## src/rtl/multicycle_sequencer_pkg.sv

```systemverilog
// Shared definitions for the multi-cycle sequencer: state codes, opcode
// constants and PC source select codes.
package multicycle_sequencer_pkg;

    typedef enum logic [2:0] {
        ST_FETCH  = 3'd0,
        ST_DECODE = 3'd1,
        ST_EXEC   = 3'd2,
        ST_MEM    = 3'd3,
        ST_WB     = 3'd4,
        ST_HALT   = 3'd5
    } state_e;

    localparam logic [3:0] OP_LW   = 4'd8;
    localparam logic [3:0] OP_SW   = 4'd9;
    localparam logic [3:0] OP_BEQ  = 4'd10;
    localparam logic [3:0] OP_BNE  = 4'd11;
    localparam logic [3:0] OP_JMP  = 4'd12;
    localparam logic [3:0] OP_NOP  = 4'd14;
    localparam logic [3:0] OP_HALT = 4'd15;

    localparam logic [1:0] PCSRC_INC = 2'd0;
    localparam logic [1:0] PCSRC_BR  = 2'd1;
    localparam logic [1:0] PCSRC_JMP = 2'd2;

endpackage

```

## src/rtl/multicycle_sequencer_op_class_decode.sv

```systemverilog
// Combinational opcode classifier. Anything not explicitly named is an
// ALU operation (0-7 and 13).
module multicycle_sequencer_op_class_decode
    import multicycle_sequencer_pkg::*;
#(
    parameter int OPC_W = 4
) (
    input  logic [OPC_W-1:0] op_i,
    output logic             is_alu_o,
    output logic             is_lw_o,
    output logic             is_sw_o,
    output logic             is_br_o,
    output logic             is_bne_o,
    output logic             is_jmp_o,
    output logic             is_nop_o,
    output logic             is_halt_o
);

    assign is_lw_o   = (op_i == OPC_W'(OP_LW));
    assign is_sw_o   = (op_i == OPC_W'(OP_SW));
    assign is_bne_o  = (op_i == OPC_W'(OP_BNE));
    assign is_br_o   = (op_i == OPC_W'(OP_BEQ)) || is_bne_o;
    assign is_jmp_o  = (op_i == OPC_W'(OP_JMP));
    assign is_nop_o  = (op_i == OPC_W'(OP_NOP));
    assign is_halt_o = (op_i == OPC_W'(OP_HALT));
    assign is_alu_o  = ~(is_lw_o | is_sw_o | is_br_o | is_jmp_o | is_nop_o | is_halt_o);

endmodule

```

## src/rtl/multicycle_sequencer.sv

```systemverilog
// Multi-cycle CPU control FSM: steps one instruction at a time through
// FETCH/DECODE/EXEC/MEM/WB, drives the timing strobes and counts retirements.
module multicycle_sequencer
    import multicycle_sequencer_pkg::*;
#(
    parameter int OPC_W = 4,
    parameter int RET_W = 16
) (
    input  logic             clk,
    input  logic             rst_n,
    input  logic [OPC_W-1:0] Opcode,
    input  logic             Zero,
    input  logic             Mem_ack,
    output logic             Mem_req,
    output logic             Mem_sel,
    output logic             IR_write,
    output logic             PC_write,
    output logic [1:0]       PC_src,
    output logic             Reg_write,
    output logic             Data_write,
    output logic             Halted,
    output logic [2:0]       State,
    output logic [RET_W-1:0] Retired
);

    state_e             state_q, state_d;
    logic [OPC_W-1:0]   op_q, op_d;
    logic [RET_W-1:0]   ret_q, ret_d;
    logic               run_q;
    logic               retire;
    logic               is_alu, is_lw, is_sw, is_br, is_bne, is_jmp, is_nop, is_halt;

    // DECODE classifies the live opcode; later states use the latched copy.
    assign op_d  = (state_q == ST_DECODE) ? Opcode : op_q;
    assign ret_d = retire ? ret_q + RET_W'(1) : ret_q;

    multicycle_sequencer_op_class_decode #(
        .OPC_W (OPC_W)
    ) u_op_class (
        .op_i      (op_d),
        .is_alu_o  (is_alu),
        .is_lw_o   (is_lw),
        .is_sw_o   (is_sw),
        .is_br_o   (is_br),
        .is_bne_o  (is_bne),
        .is_jmp_o  (is_jmp),
        .is_nop_o  (is_nop),
        .is_halt_o (is_halt)
    );

    // run_q keeps FETCH quiet while reset is held and for the release cycle,
    // so Mem_req rises only on the first cycle after reset is sampled high.
    always_ff @(posedge clk) begin
        if (!rst_n) begin
            state_q <= ST_FETCH;
            op_q    <= '0;
            ret_q   <= '0;
            run_q   <= 1'b0;
        end else begin
            state_q <= state_d;
            op_q    <= op_d;
            ret_q   <= ret_d;
            run_q   <= 1'b1;
        end
    end

    always_comb begin
        state_d    = state_q;
        Mem_req    = 1'b0;
        Mem_sel    = 1'b0;
        IR_write   = 1'b0;
        PC_write   = 1'b0;
        PC_src     = PCSRC_INC;
        Reg_write  = 1'b0;
        Data_write = 1'b0;
        Halted     = 1'b0;
        retire     = 1'b0;
        case (state_q)
            ST_FETCH: begin
                if (run_q) begin
                    Mem_req = 1'b1;
                    if (Mem_ack) begin
                        IR_write = 1'b1;
                        PC_write = 1'b1;
                        state_d  = ST_DECODE;
                    end
                end
            end
            ST_DECODE: begin
                if (is_jmp) begin
                    PC_write = 1'b1;
                    PC_src   = PCSRC_JMP;
                    retire   = 1'b1;
                    state_d  = ST_FETCH;
                end else if (is_nop) begin
                    retire  = 1'b1;
                    state_d = ST_FETCH;
                end else if (is_halt) begin
                    retire  = 1'b1;
                    state_d = ST_HALT;
                end else begin
                    state_d = ST_EXEC;
                end
            end
            ST_EXEC: begin
                if (is_br) begin
                    PC_src   = PCSRC_BR;
                    PC_write = Zero ^ is_bne;
                    retire   = 1'b1;
                    state_d  = ST_FETCH;
                end else if (is_lw || is_sw) begin
                    state_d = ST_MEM;
                end else if (is_alu) begin
                    state_d = ST_WB;
                end else begin
                    state_d = ST_FETCH;
                end
            end
            ST_MEM: begin
                Mem_req    = 1'b1;
                Mem_sel    = 1'b1;
                Data_write = is_sw;
                if (Mem_ack) begin
                    retire  = is_sw;
                    state_d = is_sw ? ST_FETCH : ST_WB;
                end
            end
            ST_WB: begin
                Reg_write = 1'b1;
                retire    = 1'b1;
                state_d   = ST_FETCH;
            end
            ST_HALT: begin
                Halted = 1'b1;
            end
            default: begin
                state_d = ST_FETCH;
            end
        endcase
    end

    assign State   = state_q;
    assign Retired = ret_q;

endmodule

```

## config.mk

```make
export PLATFORM = sky130hd
export DESIGN_NAME = multicycle_sequencer
export DESIGN_NICKNAME = d
export VERILOG_FILES = /design/src/rtl/multicycle_sequencer_pkg.sv /design/src/rtl/multicycle_sequencer_op_class_decode.sv /design/src/rtl/multicycle_sequencer.sv
export SDC_FILE = /design/constraint.sdc
export NUM_CORES = 1
export LEC_CHECK = 0
export BUFFER_PORTS_ARGS = -buffer_cell sky130_fd_sc_hd__buf_4
export CAP_MARGIN = 40
export CORE_UTILIZATION = 50
export CTS_BUF_LIST = sky130_fd_sc_hd__clkbuf_8
export DETAILED_ROUTE_END_ITERATION = 7
export GPL_TIMING_DRIVEN = 0
export PLACE_DENSITY_LB_ADDON = 0.15
export SLEW_MARGIN = 10
export SYNTH_ARGS = -nofsm -noshare
export SYNTH_HDL_FRONTEND = slang
export SYNTH_SLANG_ARGS = --single-unit
```

## constraint.sdc

```tcl
create_clock -name clk -period 1.61 [get_ports clk]
set_clock_uncertainty 0.05 [all_clocks]
set_input_delay 0.2415 -clock clk [delete_from_list [all_inputs] [get_ports clk]]
set_output_delay 0.2415 -clock clk [all_outputs]
set_load 0.02 [all_outputs]
```

==> impl_metrics.env, run 1 <==
export IMPL_antennaDiodeCount=0
export IMPL_synth_fp_nets=197
export IMPL_synthCells=188
export IMPL_die_area_um2=3280
export IMPL_yosysTopAreaCell="dfxtp_1"
export IMPL_first_pass_iters=7
export IMPL_std_cell_rows=19
export IMPL_numPortBuffers=35
export IMPL_cts_htree_levels=1
export IMPL_grt_max_degree=15
export IMPL_synth_top_area_share=0.315
export IMPL_hold_violations=0
export IMPL_hold_slack_ns=0.0553
export IMPL_ant_nets=0
export IMPL_drv_cap=0
export IMPL_period_share=1.38
export IMPL_layout_common_cells="41 x buf_4, 30 x nand2_1, 19 x dfxtp_1, 19 x buf_6, 16 x nand2b_1"
export IMPL_cts_hold_buf=0
export IMPL_grt_pass1_vias=1855
export IMPL_drv_slew=0
export IMPL_cts_buffer_depth=2
export IMPL_fin_nets=263
export IMPL_critPathRequiredTime_ns=1.32
export IMPL_drive_above_1_share=0.474
export IMPL_start_util=0.540
export IMPL_cts_num_sinks=24
export IMPL_ir_drop_v=0.000503
export IMPL_ys_seq_area_frac=0.315
export IMPL_gr_usage_all_layers=0.381
export IMPL_die_w_um=57.3
export IMPL_clkSlewWorstSetupHoldPaths_ns=0.11
export IMPL_hold_path_class="in -> reg"
export IMPL_antenna_found_initial=0
export IMPL_pin_count=36
export IMPL_outcome="finished with violations"
export IMPL_timing_fmax_ghz=0.451
export IMPL_power_mw=1.45
export IMPL_slew_headroom=0.602
export IMPL_drt_iter0_markers=254
export IMPL_tightestPinTransition_ns=0.597
export IMPL_cp_max_fo=2
export IMPL_vias_per_cell=6.86
export IMPL_hpwlAfterDp_mm=2.97
export IMPL_wl_mm=6.76
export IMPL_reg2reg_slack_ns=-0.39
export IMPL_synth_edf_count=0
export IMPL_clkLatencyLatePin_ns=0.29
export IMPL_layout_commonest_cell="buf_4"
export IMPL_fp_dieH_um=57.3
export IMPL_synth_cell_type_count=42
export IMPL_rsz0062_at_grt="true"
export IMPL_violations="design-rule violations, negative setup slack"
export IMPL_p_per_area_nw_per_um2=550
export IMPL_finalWorstSetupSlack_ns=-0.607
export IMPL_cp_start_kind="flip-flop"
export IMPL_vias=1948
export IMPL_cts_buffers=3
export IMPL_synth_area_per_cell_um2=8.12
export IMPL_p_leak_nw=1.03
export IMPL_core_um2=2830
export IMPL_synthArstFlopShare=0
export IMPL_post_route_util=0.929
export IMPL_cts_tree="done"
export IMPL_yosys_top_cells_area="dfxtp_1 31%, mux2i_1 10%, nand2_1 7.6%, nand2b_1 7.4%, a21oi_1 3.6%"
export IMPL_grt_pass1_wl_mm=9.40
export IMPL_drcViolationCount=3
export IMPL_ys_seq_elements=24
export IMPL_ys_flop_type="dfxtp_1"
export IMPL_clock_tree_root_cell="clkbuf_8"
export IMPL_overflow=0
export IMPL_area_growth_pct=72.2
export IMPL_critPathArrivalTime_ns=1.93
export IMPL_post_route_min_period_ns=2.22
export IMPL_worstSetupEndpointType="output pin"
export IMPL_globalplace_congestion=0.876
export IMPL_wl_per_cell_um=23.8
export IMPL_synth_warnings=0
export IMPL_setup_violations=30
export IMPL_crit_type="reg -> out"
export IMPL_synth_area_um2=1530
worst paths after layout:
path	startpoint	end	cells past startpoint
worst min register to register	op_q[1]	op_q[1]	2
worst max-delay path	State[1]	PC_write	6
worst min-delay path	rst_n	run_q	1
worst max register to register	State[1]	Retired[15]	8
state kept, by name, indices dropped and copies added, names as in the netlist:
signal	count
op_q	4
State	3
Retired	16
run_q	1
cell usage after synthesis, types with 2 or more instances:
library cell and n:
a21oi_1 11, a311oi_1 3, a31oi_1 8, and2_1 3, and3_1 4, and4_1 3
buf_1 3, buf_2 4, clkbuf_1 4, dfxtp_1 24, inv_1 2, mux2i_1 16
nand2_1 31, nand2b_1 18, nand3_1 6, nand4_1 7, nor2_1 7, nor3_1 2
nor3b_4 2, nor4_1 3, nor4bb_1 2, o21ai_0 4, o31ai_1 2
layout make-up:
class | count | area (um^2)
Multi-Input combinational cell | 150 | 1330
Timing Repair Buffer | 65 | 623
Sequential cell | 24 | 494
Fill cell | 98 | 200
Buffer | 8 | 63.8
Clock buffer | 3 | 41.3
Tap cell | 31 | 38.8
Clock inverter | 1 | 30.0
Inverter | 2 | 7.51
worst max-delay path, cell delays in order, from the launching register on:
cell	delay, ns
dfxtp_4	0.37
buf_8	0.12
nor3b_4	0.28
mux2i_2	0.34
xnor2_1	0.12
a211o_1	0.27
buf_6	0.13
cell families after synthesis:
family	synth area share
compound gates	0.151
xor+xnor	0.00574
fa+ha+maj	0.00820
buf+inv	0.0402
flops	0.315
mux	0.105
simple gates	0.375
layer usage:
layer | track usage | share of wire
met1 | 0.489 | 0.38
met2 | 0.627 | 0.47
met3 | 0.0612 | 0.099
met4 | 0.181 | 0.050
met5 | 0 | 0
metrics by stage:
stage	instances	setup slack, ns	TNS, ns	instance area [um^2]
6_report	284	-0.607	-7.91	2630
5_1_grt	284	-0.649	-9.38	2630
4_1_cts	281	-0.482	-5.73	2470
3_5_place_dp	254	-0.483	-3.57	2060
3_3_place_gp	254	-0.437	-3.21	2060
2_1_floorplan	188	-0.339	-1.14	1760
timing repair:
action / 4_1_cts / 5_1_grt
pin swaps: 21 / 20
resized for setup: 28 / 44
cloned: 3 / 0
buffers inserted: 21 / 12
endpoints found under the setup margin: 27 / 31
power by group:
part	internal (mW)	switching (mW)	leakage, nW
clock network	0.334	0.236	0.0357
registers	0.600	0.0169	0.197
logic	0.116	0.143	0.796
total	1.05	0.395	1.03
Note: power is estimated with default switching activity, not from simulation.
==> inputs of run 2 (changes only) <==
--- a/config.mk
+++ b/config.mk
@@ -9,3 +9,3 @@
 export CAP_MARGIN = 40
-export CORE_UTILIZATION = 50
+export CORE_UTILIZATION = 59
 export CTS_BUF_LIST = sky130_fd_sc_hd__clkbuf_8
==> constraint.sdc (replaced) <==
create_clock -name clk -period 2.8 [get_ports clk]
set_clock_uncertainty 0.05 [all_clocks]
set_input_delay 0.42 -clock clk [delete_from_list [all_inputs] [get_ports clk]]
set_output_delay 0.42 -clock clk [all_outputs]
set_load 0.01 [all_outputs]
==> impl_metrics.env, run 2 (synthesis gave the netlist of run 1 again) <==
export IMPL_outcome="complete, no violations"
export IMPL_fp_dieH_um=52.9
export IMPL_antennaDiodeCount=0
export IMPL_layout_common_cells="36 x buf_4, 31 x nand2_1, 24 x dfxtp_1, 18 x nand2b_1, 16 x mux2i_1"
export IMPL_cp_max_fo=8
export IMPL_std_cell_rows=18
export IMPL_design_area_um2=1900
export IMPL_drv_slew=0
export IMPL_hpwlAfterDp_mm=2.79
export IMPL_largest_reg_flops=16
export IMPL_min_from="rst_n"
export IMPL_p_per_area_nw_per_um2=395
export IMPL_cp_start_kind="flip-flop"
export IMPL_switching_share=0.235
export IMPL_placed_cells=253
export IMPL_layout_commonest_cell="buf_4"
export IMPL_core_um2=2450
export IMPL_min_delay_path_depth=1
export IMPL_overflow=0
export IMPL_cts_tree="done"
export IMPL_numPortBuffers=35
export IMPL_slew_headroom=0.667
export IMPL_start_util=0.622
export IMPL_cts_repair_resized=0
export IMPL_rr_worst_depth=6
export IMPL_pin_count=36
export IMPL_wl_per_cell_um=15.0
export IMPL_grt_pass1_wl_mm=6.02
export IMPL_clock_tree_root_cell="clkbuf_8"
export IMPL_hold_path_class="in -> reg"
export IMPL_tightestPinTransition_ns=0.499
export IMPL_timing_fmax_ghz=0.395
export IMPL_vias_per_cell=6.27
export IMPL_setup_tns_ns=0
export IMPL_antenna_found_initial=0
export IMPL_setup_violations=0
export IMPL_min_to="run_q"
export IMPL_vias=1611
export IMPL_cts_htree_levels=1
export IMPL_hold_violations=0
export IMPL_die_w_um=52.9
export IMPL_wl_mm=3.85
export IMPL_fin_nets=237
export IMPL_post_route_min_period_ns=2.53
export IMPL_placed_area_um2=1830
export IMPL_grt_max_degree=15
export IMPL_first_pass_iters=4
export IMPL_worstSetupEndpointType="output pin"
export IMPL_critPathArrivalTime_ns=2.06
export IMPL_ant_nets=0
export IMPL_drv_cap=0
export IMPL_power_frac_seq=0.470
export IMPL_grt_pass1_vias=1307
export IMPL_cts_num_sinks=24
export IMPL_p_int_uw=573
export IMPL_ir_drop_v=0.000425
export IMPL_drive_above_1_share=0.216
export IMPL_post_cts_setup_buffers=0
export IMPL_clkSlewWorstSetupHoldPaths_ns=0.08
export IMPL_critPathRequiredTime_ns=2.33
export IMPL_globalplace_congestion=0.958
export IMPL_drt_iter0_markers=87
export IMPL_die_area_um2=2790
export IMPL_r2r_end="Retired[15]"
export IMPL_stdcell_count=257
export IMPL_cts_buffers=3
export IMPL_cts_buffer_depth=2
export IMPL_p_leak_nw=0.762
export IMPL_p_comb_frac=0.112
export IMPL_period_share=0.905
export IMPL_drcViolationCount=0
export IMPL_area_growth_pct=24.3
export IMPL_cts_hold_buf=0
export IMPL_reg2reg_slack_ns=0.82
export IMPL_r2r_start="State[2]"
export IMPL_p_sw_uw=176
export IMPL_gr_usage_all_layers=0.295
export IMPL_clkLatencyLatePin_ns=0.28
export IMPL_rsz0062_at_grt="false"
export IMPL_pwr_share_clk=0.418
export IMPL_crit_type="reg -> out"
[run 2: changes by cell type in the layout (fill, tap and decap cells not counted), sizes merged]
cell  before  now
buf       69   43
[run 2: worst max-delay path by stage]
stage	slack, ns	from	end	depth (start not counted)
2_1_floorplan	0.63	State[2]	PC_write	5
3_3_place_gp	0.59	State[0]	PC_write	5
3_5_place_dp	0.57	State[0]	PC_write	5
4_1_cts	0.27	State[0]	PC_write	5
5_1_grt	0.14	State[0]	PC_write	5
6_report	0.27	State[0]	PC_write	5
[run 2: routing by layer]
metal  share of wire  global-route usage  vias up  routed length [um]
met5               0                   0        -                   0
met4           0.014              0.0921        0                  52
met1            0.45               0.409      767                1720
met2            0.48               0.470       71                1830
li1                -                   -      766                   -
met3           0.064              0.0374        7                 246
[run 2: cell type report]
type / instances / area, um^2
fill: 190 / 557
multi-input combinational: 150 / 985
tap: 30 / 37.5
timing repair buffer: 35 / 263
clock inverter: 1 / 30.0
clock buffer: 3 / 41.3
buffer: 12 / 53.8
sequential: 24 / 480
inverter: 2 / 7.51
[run 2: metrics by stage]
stage / setup slack [ns] / hold WS, ns / total power [mW] / util
2_1_floorplan: 0.628 / 0.398 / 0.408 / -
5_1_grt: 0.142 / 0.236 / 0.767 / 0.773
4_1_cts: 0.266 / 0.234 / 0.748 / 0.773
3_5_place_dp: 0.569 / 0.418 / 0.443 / 0.744
6_report: 0.266 / 0.235 / 0.749 / 0.773
3_3_place_gp: 0.592 / 0.402 / 0.439 / 0.744
[run 2: worst max-delay path, cell delays in order (launching register included)]
cell and delay (ns):
dfxtp_1 0.48, nor3b_4 0.48, mux2i_1 0.32, xnor2_1 0.09, a211o_1 0.29, buf_4 0.14
[run 2: power groups by stage]
| stage | sequential [mW] | clock [mW] | combinational (mW) |
|---|---|---|---|
| 2_1_floorplan | 0.360 | 0 | 0.0484 |
| 3_3_place_gp | 0.360 | 0 | 0.0795 |
| 3_5_place_dp | 0.360 | 0 | 0.0826 |
| 4_1_cts | 0.352 | 0.313 | 0.0828 |
| 5_1_grt | 0.353 | 0.323 | 0.0913 |
| 6_report | 0.352 | 0.313 | 0.0836 |
==> inputs of run 3 (changes only) <==
==> constraint.sdc (replaced) <==
create_clock -name clk -period 2.8 [get_ports clk]
set_clock_uncertainty 0.05 [all_clocks]
set_input_delay 0 -clock clk [delete_from_list [all_inputs] [get_ports clk]]
set_output_delay 0 -clock clk [all_outputs]
set_load 0.01 [all_outputs]
==> impl_metrics.env, run 3 (synthesis gave the netlist of run 1 again) <==
export IMPL_std_cell_rows=18
export IMPL_start_util=0.622
export IMPL_outcome="complete, no violations"
export IMPL_drive_above_1_share=0.212
export IMPL_antenna_found_initial=0
export IMPL_largest_reg_flops=16
export IMPL_vias_per_cell=6.19
export IMPL_die_w_um=52.9
export IMPL_setup_tns_ns=0
export IMPL_crit_start="State[0]"
export IMPL_pin_count=36
export IMPL_layout_common_cells="36 x buf_4, 31 x nand2_1, 24 x dfxtp_1, 18 x nand2b_1, 16 x mux2i_1"
export IMPL_ant_nets=0
export IMPL_r2r_end="Retired[15]"
export IMPL_placed_cells=253
export IMPL_placed_area_um2=1830
export IMPL_fin_nets=241
export IMPL_area_growth_pct=27.0
export IMPL_hold_violations=0
export IMPL_fp_dieH_um=52.9
export IMPL_period_share=0.779
export IMPL_cts_buffers=3
export IMPL_post_route_min_period_ns=2.18
export IMPL_setup_violations=0
export IMPL_critPathArrivalTime_ns=2.13
export IMPL_power_uw=753
export IMPL_drcViolationCount=0
export IMPL_worstSetupEndpointType="output pin"
export IMPL_grt_pass1_vias=1350
export IMPL_cp_start_kind="flip-flop"
export IMPL_wl_per_cell_um=15.0
export IMPL_vias=1616
export IMPL_clkLatencyLatePin_ns=0.27
export IMPL_stdcell_count=261
export IMPL_rr_worst_depth=6
export IMPL_cts_htree_levels=1
export IMPL_rsz0062_at_grt="false"
export IMPL_design_area_um2=1940
export IMPL_min_to="op_q[0]"
export IMPL_cts_num_sinks=24
export IMPL_globalplace_congestion=0.958
export IMPL_min_delay_path_depth=3
export IMPL_first_pass_iters=4
export IMPL_wl_mm=3.91
export IMPL_reg2reg_slack_ns=0.77
export IMPL_grt_max_degree=15
export IMPL_ir_drop_v=0.000427
export IMPL_r2r_start="State[2]"
export IMPL_finalWorstSetupSlack_ns=0.619
export IMPL_gr_usage_all_layers=0.300
export IMPL_drv_cap=0
export IMPL_clkSlewWorstSetupHoldPaths_ns=0.09
export IMPL_timing_fmax_ghz=0.459
export IMPL_overflow=0
export IMPL_cts_repair_resized=0
export IMPL_place_ws_ns=0.818
export IMPL_drt_iter0_markers=97
export IMPL_critPathRequiredTime_ns=2.75
export IMPL_tightestPinTransition_ns=0.492
export IMPL_cp_max_fo=8
export IMPL_layout_commonest_cell="buf_4"
export IMPL_hpwlAfterDp_mm=2.79
export IMPL_grt_pass1_wl_mm=6.15
export IMPL_numPortBuffers=35
export IMPL_antennaDiodeCount=0
export IMPL_slew_headroom=0.672
export IMPL_cts_tree="done"
export IMPL_core_um2=2450
export IMPL_hold_path_class="in -> reg"
export IMPL_p_per_area_nw_per_um2=389
export IMPL_die_area_um2=2790
export IMPL_drv_slew=0
export IMPL_p_leak_nw=0.779
export IMPL_min_from="Opcode[0]"
export IMPL_clock_tree_root_cell="clkbuf_8"
export IMPL_cts_buffer_depth=2
export IMPL_crit_type="reg -> out"
## run 3: what timing repair did
item                                   CTS  global route
endpoints found under the hold margin    6             0
buffers inserted                         0             0
hold buffers                             4             0
## run 3: critical path, cell delays in order (launching register included)
cell and delay [ns]:
dfxtp_1 0.49, nor3b_4 0.48, mux2i_1 0.34, xnor2_1 0.12, a211o_1 0.29, buf_4 0.14
## run 3: final cells by class
cell class              instances  area (um^2)
clock inverters                 1         30.0
plain buffers                  12         53.8
clock buffers                   3         41.3
multi-input cells             150          985
inverters                       2         7.51
well taps                      30         37.5
flip-flops and latches         24          480
fillers                       182          517
repair buffers                 39          303
## run 3: through the flow
stage / utilization / hold WS, ns
floorplan: - / -0.0223
global placement: 0.744 / 0.0912
detailed placement: 0.744 / 0.0937
CTS: 0.790 / 0.0182
global route: 0.790 / 0.0371
finish: 0.790 / 0.0243
## run 3: report_power, final
group | internal (mW) | switching [mW] | leakage, nW
combinational | 0.0391 | 0.0496 | 0.549
clock | 0.191 | 0.121 | 0.0357
sequential | 0.346 | 0.00627 | 0.194
total | 0.577 | 0.177 | 0.779
## run 3: worst max path at each step
stage / slack, ns / cells after the start / end
detailed placement: 0.82 / 6 / Retired[15]
global placement: 0.90 / 6 / Retired[15]
CTS: 0.69 / 5 / PC_write
global route: 0.57 / 5 / PC_write
floorplan: 1.05 / 6 / Retired[15]
finish: 0.62 / 5 / PC_write
## run 3: layer usage
layer  vias up  GRT usage  part of all wire
li1        774          -                 -
met1       749      0.414              0.44
met2        84      0.477              0.47
met3         9     0.0374             0.069
met4         0      0.105             0.019
met5         -          0                 0
